===== src/rtl/vga_timing_ctrl.sv =====
// VGA timing sequencer: pixel-rate divider, h/v counters, registered syncs and blank-gated RGB.
// Optional colour-bar generator enabled by defining VGA_TEST_PATTERN_EN (then test_mode selects it).
module vga_timing_ctrl #(
    parameter int CLK_DIV   = 4,
    parameter int H_VISIBLE = 640,
    parameter int H_FP      = 16,
    parameter int H_SYNC    = 96,
    parameter int H_BP      = 48,
    parameter int V_VISIBLE = 480,
    parameter int V_FP      = 10,
    parameter int V_SYNC    = 2,
    parameter int V_BP      = 33,
    parameter int SYNC_POL  = 0
) (
    input  logic        clk,
    input  logic        reset,
    input  logic [11:0] rgb_in,
    input  logic        test_mode,
    output logic        pixel_tick,
    output logic [9:0]  x_pos,
    output logic [9:0]  y_pos,
    output logic        disp_en,
    output logic        frame_start,
    output logic        h_sync,
    output logic        v_sync,
    output logic [3:0]  r_port,
    output logic [3:0]  g_port,
    output logic [3:0]  b_port
);

    localparam int H_TOTAL = H_VISIBLE + H_FP + H_SYNC + H_BP;
    localparam int V_TOTAL = V_VISIBLE + V_FP + V_SYNC + V_BP;
    localparam int DIV_W   = (CLK_DIV > 1) ? $clog2(CLK_DIV) : 1;

    localparam logic [DIV_W-1:0] DIV_LAST = DIV_W'(CLK_DIV - 1);
    localparam logic [9:0] H_LAST  = 10'(H_TOTAL - 1);
    localparam logic [9:0] V_LAST  = 10'(V_TOTAL - 1);
    localparam logic [9:0] H_VIS   = 10'(H_VISIBLE);
    localparam logic [9:0] V_VIS   = 10'(V_VISIBLE);
    localparam logic [9:0] HS_BEG  = 10'(H_VISIBLE + H_FP);
    localparam logic [9:0] HS_END  = 10'(H_VISIBLE + H_FP + H_SYNC);
    localparam logic [9:0] VS_BEG  = 10'(V_VISIBLE + V_FP);
    localparam logic [9:0] VS_END  = 10'(V_VISIBLE + V_FP + V_SYNC);
    localparam logic       SYNC_ON = 1'(SYNC_POL);

    logic [DIV_W-1:0] div_q, div_d;
    logic [9:0]       h_q, h_d;
    logic [9:0]       v_q, v_d;
    logic             wrap_q, wrap_d;
    logic             hs_q, hs_d;
    logic             vs_q, vs_d;
    logic             fs_q;
    logic [11:0]      rgb_q, rgb_d;
    logic [11:0]      pix_rgb;

    assign pixel_tick = (div_q == DIV_LAST);
    assign x_pos      = h_q;
    assign y_pos      = v_q;
    assign disp_en    = (h_q < H_VIS) && (v_q < V_VIS);

    always_comb begin
        div_d  = div_q + DIV_W'(1);
        h_d    = h_q;
        v_d    = v_q;
        wrap_d = 1'b0;
        if (pixel_tick) begin
            div_d = '0;
            if (h_q == H_LAST) begin
                h_d = '0;
                v_d = (v_q == V_LAST) ? 10'd0 : v_q + 10'd1;
                // Remember the frame wrap so frame_start lines up with the other registered outputs.
                wrap_d = (v_q == V_LAST);
            end else begin
                h_d = h_q + 10'd1;
            end
        end
    end

`ifdef VGA_TEST_PATTERN_EN
    localparam logic [9:0] BAR_W = 10'(H_VISIBLE / 8);

    logic [9:0]  bar_idx;
    logic [11:0] bar_rgb;

    always_comb begin
        bar_idx = h_q / BAR_W;
        case (bar_idx[2:0])
            3'd0:    bar_rgb = 12'hFFF;
            3'd1:    bar_rgb = 12'hFF0;
            3'd2:    bar_rgb = 12'h0FF;
            3'd3:    bar_rgb = 12'h0F0;
            3'd4:    bar_rgb = 12'hF0F;
            3'd5:    bar_rgb = 12'hF00;
            3'd6:    bar_rgb = 12'h00F;
            default: bar_rgb = 12'h000;
        endcase
    end

    assign pix_rgb = test_mode ? bar_rgb : rgb_in;
`else
    logic unused_test_mode;

    assign unused_test_mode = test_mode;
    assign pix_rgb          = rgb_in;
`endif

    always_comb begin
        hs_d  = ((h_q >= HS_BEG) && (h_q < HS_END)) ? SYNC_ON : ~SYNC_ON;
        vs_d  = ((v_q >= VS_BEG) && (v_q < VS_END)) ? SYNC_ON : ~SYNC_ON;
        rgb_d = disp_en ? pix_rgb : 12'h000;
    end

    always_ff @(posedge clk) begin
        if (reset) begin
            div_q  <= '0;
            h_q    <= '0;
            v_q    <= '0;
            wrap_q <= 1'b0;
            fs_q   <= 1'b0;
            hs_q   <= ~SYNC_ON;
            vs_q   <= ~SYNC_ON;
            rgb_q  <= 12'h000;
        end else begin
            div_q  <= div_d;
            h_q    <= h_d;
            v_q    <= v_d;
            wrap_q <= wrap_d;
            fs_q   <= wrap_q;
            hs_q   <= hs_d;
            vs_q   <= vs_d;
            rgb_q  <= rgb_d;
        end
    end

    assign frame_start = fs_q;
    assign h_sync      = hs_q;
    assign v_sync      = vs_q;
    assign r_port      = rgb_q[11:8];
    assign g_port      = rgb_q[7:4];
    assign b_port      = rgb_q[3:0];

endmodule


===== config.mk =====
export PLATFORM = sky130hd
export DESIGN_NAME = vga_timing_ctrl
export DESIGN_NICKNAME = d
export VERILOG_FILES = /design/src/rtl/vga_timing_ctrl.sv
export SDC_FILE = /design/constraint.sdc
export NUM_CORES = 1
export LEC_CHECK = 0
export CAP_MARGIN = 20
export CORE_MARGIN = 2
export CORE_UTILIZATION = 50
export DETAILED_ROUTE_END_ITERATION = 8
export DONT_BUFFER_PORTS = 1
export GPL_TIMING_DRIVEN = 0
export PLACE_DENSITY_LB_ADDON = 0.25
export SETUP_SLACK_MARGIN = 0.02
export SYNTH_ARGS = -nofsm -noshare
export SYNTH_HDL_FRONTEND = slang
export SYNTH_SLANG_ARGS = --single-unit

===== constraint.sdc =====
create_clock -name clk -period 5.42 [get_ports clk]
set_input_delay 1.084 -clock clk [delete_from_list [all_inputs] [get_ports clk]]
set_output_delay 1.084 -clock clk [all_outputs]
set_load 0.05 [all_outputs]

==> impl_summary.txt, run 1 <==
----------------------------------------------------
[Power and ir drop]
  IR Drop Worst-Case VDD ... roughly 0.00017 V
  Net switching share of the total power ... 0.246
  Comb power frac ... 0.030
  Proportion of power drawn by the clock network ... 0.372
  Pleak ... roughly 0.56 nW
  Cell internal power dissipation ... between 0.0003 and 0.0004 W
  Sequential power share ... 0.598
  Power density over cell area ... around 310 nW/µm²
  Sw Pwr ... between 0.0001 and 0.00015 W

[Yosys]
  Warning count from the yosys run ... 0
  Nets in the synthesized netlist ... approximately 180
  Number of library cell types mapped by synthesis ... 31
  Mean cell area of the mapped netlist ... 9.38 µm²
  Fraction of registers with async set or reset after synthesis ... 0
  Number of synthesized flops with an enable pin ... 0
  Post-synthesis register bit count ... 38
  Share of the yosys chip area belonging to registers ... 0.495
  Area share of the largest cell type after synthesis ... 0.495
  Cell type with the highest aggregate area in the netlist ... sky130_fd_sc_hd__dfxtp_1
  Cell area after synthesis ... around 1500 µm²
  Post-Synthesis Cells ... between 150 and 200
  Cell types with the largest area share after synthesis ... sky130_fd_sc_hd__dfxtp_1 (49%), sky130_fd_sc_hd__and2_1 (5.7%), sky130_fd_sc_hd__ha_1 (4.1%)
  Primary FF master, synth ... sky130_fd_sc_hd__dfxtp_1

[Placed design]
  Last weighted congestion value of the routability-driven placer ... 0.865
  Detailed placer's ending HPWL ... between 2000 and 2500 µm
  Post-detailed-placement cell area ... around 1600 µm²
  Placed Cells incl. Taps ... approximately 200
  # port buffers ... 0

[Timing]
  Setup violations, final ... 0
  Final number of hold-violating endpoints ... 0
  Final worst-path cycle share ... 0.577
  Final-layout setup total negative slack ... 0 ps
  Max-slew headroom ... 0.415
  Worst Skew ... between 6 and 7 ps
  Fin crit period ... 3130 ps
  Minimum hold slack ... between 400 and 500 ps
  Unrepaired setup endpoints after global routing ... no
  Final Max Tran Viols ... 0
  Achievable Freq ... 320 MHz
  Transition time of the tightest slew-check pin ... 875 ps

[GRT]
  Pin count of the biggest net entering global routing ... 14
  Grt ovf ... 0
  Number of global-route vias before repair ... 1081
  First-pass GRT wire length ... 4860 µm
  Number of antenna violations at the first check in global routing ... 0
  Overall fraction of global-route tracks in use ... 0.182

[Worst setup path]
  Critical R2R Launch ... div_q[0]
  Startpoint kind of the worst setup timing path ... flip-flop
  CP Launch Point ... x_pos[7]
  Setup slack on the worst flop-to-flop path ... 2860 ps
  Required time of the critical path ... between 4000 and 5000 ps
  Signal arrival time at the worst endpoint ... 2040 ps
  Largest fanout of any net on the critical path ... 8
  Sort of element at the end of the critical path ... primary output
  Type of the setup path with the least slack ... flip-flop to primary output

[Detailed routing]
  Via count of the routed design ... between 1000 and 1500
  Mean number of vias per cell ... around 5.7
  Number of nets with antenna violations after routing ... 0
  Per-cell routed wire length ... 14.1 µm
  DRC viols ... 0
  Wire length after detailed routing ... approximately 2900 µm
  Number of detailed-routing iterations run before antenna repair ... 4
  First-iteration detailed-routing DRC count ... 60

[Hold path]
  Launch point of the worst hold path ... div_q[0]
  Worst Hold Class ... flip-flop to flip-flop

[Final layout]
  Count of filler cells inserted in the layout ... ~270
  Count of antenna diodes in the layout ... 0
  Area of all placed cells without fillers ... roughly 1700 µm²
  Area of the multi-input gates ... just over 700 µm²
  Ratio of cells with drive above 1 in the final layout ... 0.0814
  Final standard cell utilization of the core ... 0.558
  Area added between synthesis and finish ... 8.06%
  Count of nets after finishing ... 191
  Area occupied by registers ... 761 µm²
  Post-route non-filler standard cell count ... a little over 200

[Clock tree]
  Num CTS Buffers ... 5
  Clock latency at the later pin of the worst-skew pair ... roughly 340 ps
  Reg clk slew, reported paths ... ~120 ps
  Clk sinks ... 38
  Clock Path Buffers ... 2
  Root Buffer Master ... sky130_fd_sc_hd__clkbuf_4
  Post-cts repair resize count ... 0
  Deepest level of the CTS H-tree ... 2
  Post-CTS Setup Repair Bufs ... 0
  CTS hold repair buffers ... 0
  CTS tree ... yes

[Outcome]
  Status ... complete, no violations

[Die]
  Standard-cell rows ... 20
  Boundary Pins ... 52
  Horizontal extent of the die ... ~59 µm
  Die H ... about 60 µm
  Die ar. ... approximately 3500 µm²
  Core outline area ... roughly 3000 µm²
  Initial Utilization ... 0.516

[Run]
  Max capacitance violation total ... 0

----------------------------------------------------
-- layout make-up --
type                            count  share of cell area
Tap cell                           33              0.0248
Buffer                              5              0.0166
Inverter                            6              0.0136
Multi-Input combinational cell    115               0.438
Sequential cell                    38               0.458
Clock inverter                      3              0.0271
Clock buffer                        5              0.0226
-- cell families (layout without fill, tap and decap cells) --
kind of cell	count (synthesis)	after routing	share of synthesized area
adders and majority gates	5	5	0.0407
DFF	38	38	0.495
AOI/OAI and AO/OA	22	22	0.0797
and+or+nand+nor	78	78	0.295
buffers and inverters	11	19	0.0325
xor gates and xnor gates	10	10	0.0570
-- cells in the final DEF (no fill, tap or decap), types with 3 or more instances in the layout --
cell type | netlist | routed
sky130_fd_sc_hd__a21oi_1 | 11 | 11
sky130_fd_sc_hd__xor2_1 | 4 | 4
sky130_fd_sc_hd__nand3_1 | 5 | 5
sky130_fd_sc_hd__nor2_1 | 14 | 14
sky130_fd_sc_hd__nor3_1 | 6 | 6
sky130_fd_sc_hd__clkbuf_1 | 3 | 3
sky130_fd_sc_hd__inv_1 | 6 | 6
sky130_fd_sc_hd__and2_1 | 14 | 14
sky130_fd_sc_hd__nand4_1 | 6 | 6
sky130_fd_sc_hd__dfxtp_1 | 38 | 38
sky130_fd_sc_hd__nand2_1 | 10 | 10
sky130_fd_sc_hd__xnor2_1 | 6 | 6
sky130_fd_sc_hd__o21ai_0 | 8 | 8
sky130_fd_sc_hd__ha_1 | 5 | 5
sky130_fd_sc_hd__or4_1 | 3 | 3
sky130_fd_sc_hd__clkbuf_4 | 0 | 5
sky130_fd_sc_hd__or3_1 | 7 | 7
-- cell usage after synthesis (all sizes together) (2+ instances only) --
| master | instances |
|---|---|
| a21oi | 11 |
| o21ai | 8 |
| or3 | 7 |
| nand2 | 10 |
| xnor2 | 6 |
| nor2 | 14 |
| xor2 | 4 |
| buf | 2 |
| ha | 5 |
| and3 | 2 |
| nand4 | 6 |
| clkbuf | 3 |
| nor3 | 6 |
| dfxtp | 38 |
| inv | 6 |
| and2 | 14 |
| nand2b | 2 |
| nor4 | 2 |
| nand3 | 5 |
| or4 | 4 |
-- worst max-delay path, cell delays in order, from the launching register on --
cell                      delay [ps]
sky130_fd_sc_hd__dfxtp_1         560
sky130_fd_sc_hd__o21ai_0         330
sky130_fd_sc_hd__nand2_1         130
sky130_fd_sc_hd__nor2_1          680
-- registers in the layout (all words and copies together), names as in the netlist --
register,count
div_q,2
frame_start,1
h_sync,1
rgb_q,12
v_sync,1
wrap_q,1
x_pos,10
y_pos,10
-- metrics by stage --
step / worst slack (ps) / total power (W)
after floorplan: 2860 / 0.000328
after global placement: 2700 / 0.000331
after detailed placement: 2660 / 0.000332
after CTS: 2260 / 0.000523
after global routing: 2190 / 0.000540
final: 2290 / 0.000517
-- power by group through the flow --
stage	clock network [W]	logic, W	registers [W]
floorplan	0	0.0000133	0.000315
global placement	0	0.0000154	0.000315
detailed placement	0	0.0000159	0.000316
CTS	0.000198	0.0000159	0.000309
global route	0.000212	0.0000184	0.000310
finish	0.000192	0.0000157	0.000309
-- layer usage --
layer,GRT usage,share of wire,vias up
li1,-,-,576
met1,0.214,0.44,543
met2,0.284,0.48,37
met3,0.0873,0.067,6
met4,0.0747,0.016,0
met5,0,0,-
-- worst paths after layout --
path | to | depth (start not counted)
worst max-delay path | disp_en | 3
worst max register to register | x_pos[9] | 8
worst min-delay path | div_q[0] | 1
worst min register to register | div_q[0] | 1
Note: power is estimated with default switching activity, not from simulation.
==> run 2: changes to the inputs <==
clock period = 2.54 ns   (was 5.42 ns; I/O delays follow)
==> run 2 against run 1 <==
Combinational power rose by 130%. Sequential share of layout area fell by 0.25 points. Die area did not move. Largest power group unchanged. Worst setup slack got worse by 2100 ps. Routed wire length rose by 0.52%. Critical path depth rose by 3. Utilization rose by 0.67 points. Worst hold slack got worse by 170 ps. Highest routed layer unchanged. Clock power rose by 110%. Sequential power rose by 110%. Critical endpoint is now x_pos[3]. Clock skew barely moved. Total power rose by 110%.
==> impl_summary.txt, run 2 (synthesis results as in run 1) <==
----------------------------------------------------
[Clock tree]
  CTS tree ... yes
  Clk sinks ... 38 (unchanged)
  Post-CTS Setup Repair Bufs ... 0 (unchanged)
  Reg clk slew, reported paths ... 120 ps (about the same)
  Root Buffer Master ... sky130_fd_sc_hd__clkbuf_4
  CTS hold repair buffers ... 0 (unchanged)
  Clock latency at the later pin of the worst-skew pair ... 340 ps (about the same)
  Clock Path Buffers ... 2 (unchanged)
  Deepest level of the CTS H-tree ... 2 (unchanged)
  Num CTS Buffers ... 5 (unchanged)

[Power and ir drop]
  Pleak ... 0.563 nW (+0.31%)
  Sequential power share ... 0.598 (about the same)
  Sw Pwr ... 0.000272 W (+110%)
  Proportion of power drawn by the clock network ... 0.370 (-0.002)
  Net switching share of the total power ... 0.246 (about the same)
  Power density over cell area ... 658 nW/µm² (+110%)
  IR Drop Worst-Case VDD ... 0.000370 V (+110%)
  Comb power frac ... 0.033 (+0.003)
  Cell internal power dissipation ... 0.000834 W (+110%)

[Final layout]
  Most frequent cells in the layout ... sky130_fd_sc_hd__dfxtp_1 (34), sky130_fd_sc_hd__and2_1 (14), sky130_fd_sc_hd__nor2_1 (13)
  Most common cell after layout, fill and taps aside ... sky130_fd_sc_hd__dfxtp_1
  Area added between synthesis and finish ... 9.36%
  Ratio of cells with drive above 1 in the final layout ... 0.116 (+0.0349)
  Post-route non-filler standard cell count ... 205 (unchanged)
  Largest register by flop count ... rgb_q
  Final standard cell utilization of the core ... 0.565 (+0.00672)
  Largest register FFs ... 12 (unchanged)
  Count of nets after finishing ... 191 (unchanged)
  Count of antenna diodes in the layout ... 0 (unchanged)

[GRT]
  Pin count of the biggest net entering global routing ... 14 (unchanged)
  Number of global-route vias before repair ... 1092 (+1.0%)
  Overall fraction of global-route tracks in use ... 0.184 (+0.00136)
  Number of antenna violations at the first check in global routing ... 0 (unchanged)
  First-pass GRT wire length ... 4890 µm (+0.72%)
  Grt ovf ... 0 (unchanged)

[Worst setup path]
  Number of buffer and inverter stages on the critical path ... 2 (+2)
  Largest fanout of any net on the critical path ... 10 (+2)
  Critical-path cell with the highest stage delay ... sky130_fd_sc_hd__dfxtp_1
  Required time of the critical path ... 2770 ps (-1570 ps)
  Sort of element at the end of the critical path ... flip-flop
  Delay of the slowest cell on the worst path ... 780 ps (+100 ps)
  Signal arrival time at the worst endpoint ... 2590 ps (+550 ps)
  Type of the setup path with the least slack ... flip-flop to flip-flop
  Critical path, cell by cell ... nand4bb_4 > or4_4 > buf_6 > clkbuf_1 > nand2b_1 > nor2_1
  Crit path max-delay family ... simple AND/OR/NAND/NOR gates
  Setup slack on the worst flop-to-flop path ... 190 ps (-2670 ps)
  Startpoint kind of the worst setup timing path ... flip-flop

[Placed design]
  Last weighted congestion value of the routability-driven placer ... 0.865 (unchanged)
  Worst slack at placement ... -11.8 ps (-2670 ps)
  Placed Cells incl. Taps ... 197 (unchanged)
  # port buffers ... 0 (unchanged)
  Detailed placer's ending HPWL ... 2150 µm (unchanged)

[Detailed routing]
  DRC viols ... 0 (unchanged)
  Number of detailed-routing iterations run before antenna repair ... 4 (unchanged)
  Per-cell routed wire length ... 14.2 µm (+0.52%)
  Number of nets with antenna violations after routing ... 0 (unchanged)
  Via count of the routed design ... 1174 (+1.0%)
  First-iteration detailed-routing DRC count ... 73 (+22%)
  Mean number of vias per cell ... 5.73 (+1.0%)
  Wire length after detailed routing ... 2910 µm (+0.52%)

[Die]
  Core outline area ... 2980 µm² (unchanged)
  Die ar. ... 3530 µm² (unchanged)
  Standard-cell rows ... 20 (unchanged)
  Initial Utilization ... 0.516 (unchanged)
  Horizontal extent of the die ... 59.5 µm (unchanged)
  Die H ... 59.5 µm (unchanged)
  Boundary Pins ... 52 (unchanged)

[Timing]
  Transition time of the tightest slew-check pin ... 713 ps (-162 ps)
  Final worst-path cycle share ... 0.927
  Final Max Tran Viols ... 0 (unchanged)
  Unrepaired setup endpoints after global routing ... no
  Final number of hold-violating endpoints ... 0 (unchanged)
  Max-slew headroom ... 0.524 (+0.109)
  Post-route setup slack ... 185 ps (-2110 ps)
  Fin crit period ... roughly 2400 ps
  Setup violations, final ... 0 (unchanged)
  Final-layout setup total negative slack ... 0 ps (unchanged)
  Worst Skew ... 6.10 ps (+0.0908 ps)
  Achievable Freq ... 425 MHz

[Outcome]
  Status ... complete, no violations

[Hold path]
  Worst Hold Class ... primary input to flip-flop

[Run]
  Max capacitance violation total ... 0 (unchanged)

----------------------------------------------------
==> run 2: power by group through the flow <==
stage                     registers [W]   logic, W  clock network (W)
after CTS                      0.000661  0.0000345           0.000422
after detailed placement       0.000674  0.0000339                  0
final                          0.000662  0.0000360           0.000409
after floorplan                0.000671  0.0000285                  0
after global placement         0.000673  0.0000328                  0
after global routing           0.000664  0.0000422           0.000452
==> run 2: routing by layer <==
metal,up-vias,share of wire,GRT usage
met2,48,0.48,0.290
met4,0,0.016,0.0747
met1,541,0.42,0.212
met5,-,0,0
li1,579,-,-
met3,6,0.081,0.0873
==> run 2: worst paths after layout <==
| check | from | end | depth (start not counted) |
|---|---|---|---|
| setup / recovery | x_pos[8] | x_pos[3] | 6 |
| hold reg to reg | wrap_q | frame_start | 1 |
| hold / removal | reset | h_sync | 1 |
| setup reg to reg | x_pos[8] | x_pos[3] | 6 |
==> run 2: stage by stage <==
step / cell area [µm²] / hold WS [ps] / power [W]
finish: 1680 / 267 / 0.00111
global placement: 1580 / 415 / 0.000706
floorplan: 1540 / 404 / 0.000700
global route: 1680 / 239 / 0.00116
detailed placement: 1580 / 418 / 0.000708
CTS: 1670 / 250 / 0.00112
==> run 2: layout make-up <==
type                            instances  area (µm²)
Clock inverter                          3        45.0
Sequential cell                        38         766
Buffer                                  5        27.5
Tap cell                               33        41.3
Clock buffer                            5        37.5
Fill cell                             267        1300
Multi-Input combinational cell        115         742
Inverter                                6        22.5
==> run 2: what timing repair did <==
| action | CTS | global route |
|---|---|---|
| gates cloned | 0 | 0 |
| gates resized for setup | 4 | 3 |
| endpoints found under the setup margin | 14 | 13 |
| pin swaps | 0 | 0 |
==> run 2: worst register-to-register path, cell delays in order (launching register included) <==
cell,delay [ps]
sky130_fd_sc_hd__dfxtp_1,780
sky130_fd_sc_hd__nand4bb_4,180
sky130_fd_sc_hd__or4_4,560
sky130_fd_sc_hd__buf_6,160
sky130_fd_sc_hd__clkbuf_1,200
sky130_fd_sc_hd__nand2b_1,270
sky130_fd_sc_hd__nor2_1,90
